[src/rtl/fixed_point_bcd_display.sv]
`default_nettype none
// ============================================================================
// Module   : fixed_point_bcd_display
// Purpose  : Sequential fixed-point to decimal converter with seven-segment
//            drive. Integer part via iterative double-dabble, fraction part
//            via repeated multiply-by-10 (truncating). Results held in
//            registers until the next conversion completes.
// Options  : LEADING_ZERO_BLANK_EN - blank integer digits above the most
//            significant nonzero integer digit (ones digit never blanked).
// Revision : 1.0 - initial release
// ============================================================================
module fixed_point_bcd_display #(
    parameter int INT_W       = 10,
    parameter int FRAC_W      = 6,
    parameter int INT_DIGITS  = 4,
    parameter int FRAC_DIGITS = 2
) (
    input  logic                                      clk,
    input  logic                                      rst,
    input  logic                                      start,
    input  logic [INT_W-1:0]                          int_in,
    input  logic [FRAC_W-1:0]                         frac_in,
    output logic                                      busy,
    output logic                                      done,
    output logic                                      overflow,
    output logic [4*(INT_DIGITS+FRAC_DIGITS)-1:0]     digits_out,
    output logic [7*(INT_DIGITS+FRAC_DIGITS)-1:0]     seg_out
);

    localparam int c_NDIG   = INT_DIGITS + FRAC_DIGITS;
    localparam int c_BCD_W  = 4 * (INT_DIGITS + 1);
    localparam int c_FDIG_W = 4 * FRAC_DIGITS;
    localparam int c_STEPS  = (INT_W > FRAC_DIGITS) ? INT_W : FRAC_DIGITS;
    localparam int c_CNT_W  = $clog2(c_STEPS + 1);

    // Largest integer representable in INT_DIGITS decimal digits
    function automatic logic [63:0] f_max_value(input int n);
        logic [63:0] v;
        v = 64'd1;
        for (int i = 0; i < n; i++) begin
            v = v * 64'd10;
        end
        return v - 64'd1;
    endfunction

    localparam logic [63:0] c_INT_MAX = f_max_value(INT_DIGITS);

    // Active-low {g,f,e,d,c,b,a} decode of one BCD digit
    function automatic logic [6:0] f_seg(input logic [3:0] d);
        case (d)
            4'd0:    f_seg = 7'b1000000;
            4'd1:    f_seg = 7'b1111001;
            4'd2:    f_seg = 7'b0100100;
            4'd3:    f_seg = 7'b0110000;
            4'd4:    f_seg = 7'b0011001;
            4'd5:    f_seg = 7'b0010010;
            4'd6:    f_seg = 7'b0000010;
            4'd7:    f_seg = 7'b1111000;
            4'd8:    f_seg = 7'b0000000;
            4'd9:    f_seg = 7'b0010000;
            default: f_seg = 7'b1111111;
        endcase
    endfunction

    typedef enum logic [1:0] {
        S_IDLE = 2'd0,
        S_INT  = 2'd1,
        S_FRAC = 2'd2,
        S_DONE = 2'd3
    } state_t;

    state_t                  r_state;
    logic [INT_W-1:0]        r_int_sh;
    logic [c_BCD_W-1:0]      r_bcd;
    logic [c_CNT_W-1:0]      r_cnt;
    logic [FRAC_W-1:0]       r_frac;
    logic [c_FDIG_W-1:0]     r_fdig;
    logic                    r_ovf_next;
    logic                    r_busy;
    logic                    r_done;
    logic                    r_ovf;
    logic [4*c_NDIG-1:0]     r_digits;

    logic [c_BCD_W-1:0]      w_bcd_adj;
    logic [c_BCD_W:0]        w_bcd_wide;
    logic [FRAC_W+3:0]       w_prod;
    logic [c_FDIG_W+3:0]     w_fdig_wide;
    logic [4*INT_DIGITS-1:0] w_int_digits;
    logic                    w_ovf_in;

    // Double-dabble correction: add 3 to every nibble that is 5 or more
    always_comb begin
        w_bcd_adj = r_bcd;
        for (int i = 0; i < INT_DIGITS + 1; i++) begin
            if (r_bcd[i*4 +: 4] >= 4'd5) begin
                w_bcd_adj[i*4 +: 4] = r_bcd[i*4 +: 4] + 4'd3;
            end
        end
    end

    assign w_bcd_wide   = {w_bcd_adj, r_int_sh[INT_W-1]};
    assign w_prod       = (FRAC_W+4)'(r_frac) * (FRAC_W+4)'(4'd10);
    assign w_fdig_wide  = {r_fdig, w_prod[FRAC_W+3:FRAC_W]};
    assign w_int_digits = r_ovf_next ? {INT_DIGITS{4'h9}} : r_bcd[4*INT_DIGITS-1:0];
    assign w_ovf_in     = (64'(int_in) > c_INT_MAX);

    // Conversion sequencer: latch, integer steps, fraction steps, publish
    always_ff @(posedge clk or negedge rst) begin
        if (!rst) begin
            r_state    <= S_IDLE;
            r_int_sh   <= '0;
            r_bcd      <= '0;
            r_cnt      <= '0;
            r_frac     <= '0;
            r_fdig     <= '0;
            r_ovf_next <= 1'b0;
            r_busy     <= 1'b0;
            r_done     <= 1'b0;
            r_ovf      <= 1'b0;
            r_digits   <= '0;
        end else begin
            case (r_state)
                S_IDLE: begin
                    r_done <= 1'b0;
                    if (start) begin
                        r_int_sh   <= int_in;
                        r_frac     <= frac_in;
                        r_bcd      <= '0;
                        r_fdig     <= '0;
                        r_cnt      <= '0;
                        r_ovf_next <= w_ovf_in;
                        r_busy     <= 1'b1;
                        r_state    <= S_INT;
                    end
                end
                S_INT: begin
                    r_bcd    <= w_bcd_wide[c_BCD_W-1:0];
                    r_int_sh <= r_int_sh << 1;
                    if (r_cnt == c_CNT_W'(INT_W - 1)) begin
                        r_cnt   <= '0;
                        r_state <= S_FRAC;
                    end else begin
                        r_cnt <= r_cnt + 1'b1;
                    end
                end
                S_FRAC: begin
                    r_frac <= w_prod[FRAC_W-1:0];
                    r_fdig <= w_fdig_wide[c_FDIG_W-1:0];
                    if (r_cnt == c_CNT_W'(FRAC_DIGITS - 1)) begin
                        r_cnt    <= '0;
                        r_busy   <= 1'b0;
                        r_done   <= 1'b1;
                        r_ovf    <= r_ovf_next;
                        r_digits <= {w_int_digits, w_fdig_wide[c_FDIG_W-1:0]};
                        r_state  <= S_DONE;
                    end else begin
                        r_cnt <= r_cnt + 1'b1;
                    end
                end
                S_DONE: begin
                    r_done  <= 1'b0;
                    r_state <= S_IDLE;
                end
                default: begin
                    r_state <= S_IDLE;
                end
            endcase
        end
    end

    assign busy       = r_busy;
    assign done       = r_done;
    assign overflow   = r_ovf;
    assign digits_out = r_digits;

    // Segment decode of the held digits, with optional leading-zero blanking
    always_comb begin
`ifdef LEADING_ZERO_BLANK_EN
        logic w_lead_zero;
        w_lead_zero = 1'b1;
`endif
        seg_out = '0;
        for (int d = c_NDIG - 1; d >= 0; d--) begin
            seg_out[d*7 +: 7] = f_seg(r_digits[d*4 +: 4]);
`ifdef LEADING_ZERO_BLANK_EN
            if (d > FRAC_DIGITS) begin
                w_lead_zero = w_lead_zero & (r_digits[d*4 +: 4] == 4'd0);
                if (w_lead_zero) begin
                    seg_out[d*7 +: 7] = 7'b1111111;
                end
            end
`endif
        end
    end

endmodule
`default_nettype wire

[config.mk]
export PLATFORM = sky130hd
export DESIGN_NAME = fixed_point_bcd_display
export DESIGN_NICKNAME = d
export VERILOG_FILES = /design/src/rtl/fixed_point_bcd_display.sv
export SDC_FILE = /design/constraint.sdc
export NUM_CORES = 1
export LEC_CHECK = 0
export ABC_AREA = 0
export BUFFER_PORTS_ARGS = -buffer_cell sky130_fd_sc_hd__buf_4
export CELL_PAD_IN_SITES_DETAIL_PLACEMENT = 1
export CELL_PAD_IN_SITES_GLOBAL_PLACEMENT = 1
export CORE_MARGIN = 2
export CORE_UTILIZATION = 38
export CTS_CLUSTER_DIAMETER = 120
export DETAILED_ROUTE_END_ITERATION = 8
export HOLD_SLACK_MARGIN = 0.08
export MAX_ROUTING_LAYER = met4
export PLACE_DENSITY_LB_ADDON = 0.08
export SLEW_MARGIN = 20
export SYNTH_ARGS = -nofsm -noshare
export SYNTH_HDL_FRONTEND = slang
export SYNTH_SLANG_ARGS = --single-unit
[constraint.sdc]
create_clock -name clk -period 2.1 [get_ports clk]
set_clock_uncertainty 0.2 [all_clocks]
set_input_delay 0.105 -clock clk [delete_from_list [all_inputs] [get_ports clk]]
set_output_delay 0.105 -clock clk [all_outputs]
set_load 0.03 [all_outputs]
==> results.md <==
- Starting Density: 39.4%
- First-pass GRT wire length: 19900 um
- Final-report hold violation count: 0
- FMAX: 478 MHz
- Final instance area: 6070 um2
- Nets: 700
- Initial DRC Count: 203
- Boundary Pins: 88
- Largest net degree at the start of global routing: 37
- Total Wirelength: 11800 um
- Die height: 113 um
- Root Buffer: clkbuf_16
- CP startpoint: r_frac[3]$_DFFE_PN0P_
- Core area: 11500 um2
- Stages on the worst setup path: 8
- CP delay by family, top: adder cells
- Vias in the first global route: 4076
- Initial antenna violation count: 0
- Tcrit/Tclk final: 99.5%
- Number of synthesized flops with an enable pin: 0
- Placed cells: 733
- FFs w/ async S/R, synth: 100%
- Crit path kind: reg2reg
- CTS Buf Count: 9
- GRT Total Usage: 19.5%
- Setup TNS: 0 ns
- Fin cells: 775
- Diode count: 0
- Crit path cell chain: ha_4 -> ha_4 -> inv_2 -> fa_2 -> nand2b_4 -> a21oi_4 -> xnor2_2 -> o21ai_1
- Post-layout min period: 2.09 ns
- Total grt overflow: 0
- Placed inst area: 5400 um2
- R2R depth: 8
- Area growth, synth to finish: 33.9%
- Port Buffer Count: 86
- R2r startpoint: r_frac[3]$_DFFE_PN0P_
- Yosys cell types: 40
- WP data arrival: 2.10 ns
- Tightest Hold Check Type: reg2reg
- Clock Latency Late Sink: 0.33 ns
- Antenna-violating nets left: 0
- Dominant synthesized flop cell: dfrtp_1
- Via count: 3976
- Post-Syn Instances: 510
- WL/cell: 15.2 um
- Count of state elements after synthesis: 68
- Clk sink count: 68
- Mean Syn Cell Area: 8.89 um2
- # rows: 39
- CP bufs+invs: 1
- Vias per cell: 5.13
- Failing checks: design-rule violations
- Syn Nets: 582
- Cell with the most instances after synthesis: dfrtp_1
- DR pass1 iterations: 6
- Status: finished, violations left
- CTS tree: yes
- Setup crit end kind: register
- CP max-delay cell: dfrtp_1
- Max stage delay on crit path: 0.41 ns
- Gpl congestion: 0.811
- Share of Yosys cell area claimed by the top area cell type: 37.5%
- Sequential area share after synthesis: 37.5%
- Reg2Reg Setup Slack: 0.01 ns
- Max Root-Sink Buffers: 2
- R2r endpoint: digits_out[2]$_DFFE_PN0P_
- Startpoint Class: register
- Maximum fanout along the worst path: 2
- Drt drc: 8
- Max-Cap Viols: 0
- RSZ-0062 raised after global routing: true
- CP required: 2.11 ns
- Worst setup endpoint: digits_out[2]$_DFFE_PN0P_
- Die area: 12800 um2
- # setup viols final: 0
- Clock transition at path regs: 0.05 ns
- Synth top area cells: dfrtp_1 38%, ha_1 14%, o21ai_0 6.2%
- Most frequent cell on the critical path: ha_4
- Synth Warn #: 0
- H-tree depth: 3
- Slew Viols, Final: 0
- Post-synth top cells: 68 x dfrtp_1, 62 x nand2_1, 56 x o21ai_0
- Post-synth design cell area: 4530 um2
- Leading area contributor after synthesis: dfrtp_1
- DIE WIDTH: 113 um
- Share of layout cells above drive strength 1: 28.3%
- Post-DP HPWL: 8240 um
==> kinds of logic (layout without fill, tap and decap cells) <==
logic type	after synthesis	in the layout	share of synthesized area, %
buf+inv	61	183	5.74
xor+xnor	10	10	1.93
other cells	1	1	0.0827
compound gates	137	137	17.1
mux	36	36	8.42
flops	68	68	37.5
fa+ha+maj	53	53	14.8
simple gates	144	144	14.4
==> cells in the final DEF (no fill, tap or decap), drive strengths merged, types with 3 or more instances in the layout <==
| cell | Yosys | layout |
|---|---|---|
| buf | 12 | 112 |
| dfrtp | 68 | 68 |
| nand2 | 64 | 64 |
| o21ai | 56 | 56 |
| ha | 52 | 52 |
| nor2 | 44 | 44 |
| a21oi | 44 | 44 |
| inv | 37 | 37 |
| dlygate4sd3 | 0 | 19 |
| mux2i | 19 | 19 |
| mux2 | 17 | 17 |
| nand2b | 15 | 15 |
| a31oi | 12 | 12 |
| clkbuf | 12 | 9 |
| or2 | 6 | 6 |
| o31ai | 6 | 6 |
| xnor2 | 6 | 6 |
| o22ai | 5 | 5 |
| nor2b | 5 | 5 |
| xor2 | 4 | 4 |
| a32o | 4 | 4 |
| nand3 | 4 | 4 |
| clkinv | 0 | 4 |
| a22o | 3 | 3 |
==> metrics by stage <==
stage | hold WS, ns | utilization (%) | setup slack, ns
finish | 0.285 | 52.7 | 0.00993
global route | 0.316 | 52.7 | -0.0657
CTS | 0.289 | 51.7 | -0.0186
detailed placement | -0.116 | 46.9 | -0.0841
global placement | -0.118 | 46.9 | -0.00470
floorplan | -0.391 | - | 0.0346
==> layer usage <==
metal	routed length [um]	share of wire, %	GRT usage (%)
met5	0	0	-
met4	173	1.5	7.07
met3	340	2.9	2.14
met2	5760	49	32.0
met1	5500	47	25.0
==> state kept, by name, summed over array words and instances, names as in the netlist <==
register and count:
r_cnt 4, r_fdig 4, r_state 2, r_bcd 16, done 1, digits_out 24
busy 1, r_int_sh 10, r_frac 6
==> worst min-delay path by stage <==
stage / startpoint / end / cells after the start
2_1_floorplan: rst / busy$_DFFE_PN0P_ / 0
3_3_place_gp: rst / r_cnt[1]$_DFFE_PN0P_ / 1
3_5_place_dp: rst / r_cnt[1]$_DFFE_PN0P_ / 1
4_1_cts: r_fdig[0]$_DFFE_PN0P_ / r_fdig[0]$_DFFE_PN0P_ / 2
5_1_grt: r_int_sh[7]$_DFFE_PN0P_ / r_int_sh[7]$_DFFE_PN0P_ / 2
6_report: r_int_sh[1]$_DFFE_PN0P_ / r_int_sh[1]$_DFFE_PN0P_ / 2
==> timing repair <==
action                                 in CTS  in global routing
setup buffers                               3                  5
setup endpoints to repair                  10                 22
resized for setup                          14                 18
pin swaps                                   4                  8
endpoints found under the hold margin      85                  0
hold buffers                               19                  0
==> area by class of cell <==
type / instances / area (um2)
multi-input combinational: 381 / 2680
inverter: 37 / 139
sequential: 68 / 1710
tap: 143 / 179
fill: 1353 / 5440
timing repair buffer: 131 / 1060
clock inverter: 6 / 80.1
clock buffer: 9 / 225
==> tightest hold or removal path, cell delays in order (launching register included) <==
cell     delay (ns)
dfrtp_1        0.34
nand2_1        0.05
o21ai_0        0.06
Power is not shown: default switching activity piles up to over one toggle a cycle in this logic, so the estimate is an artifact.
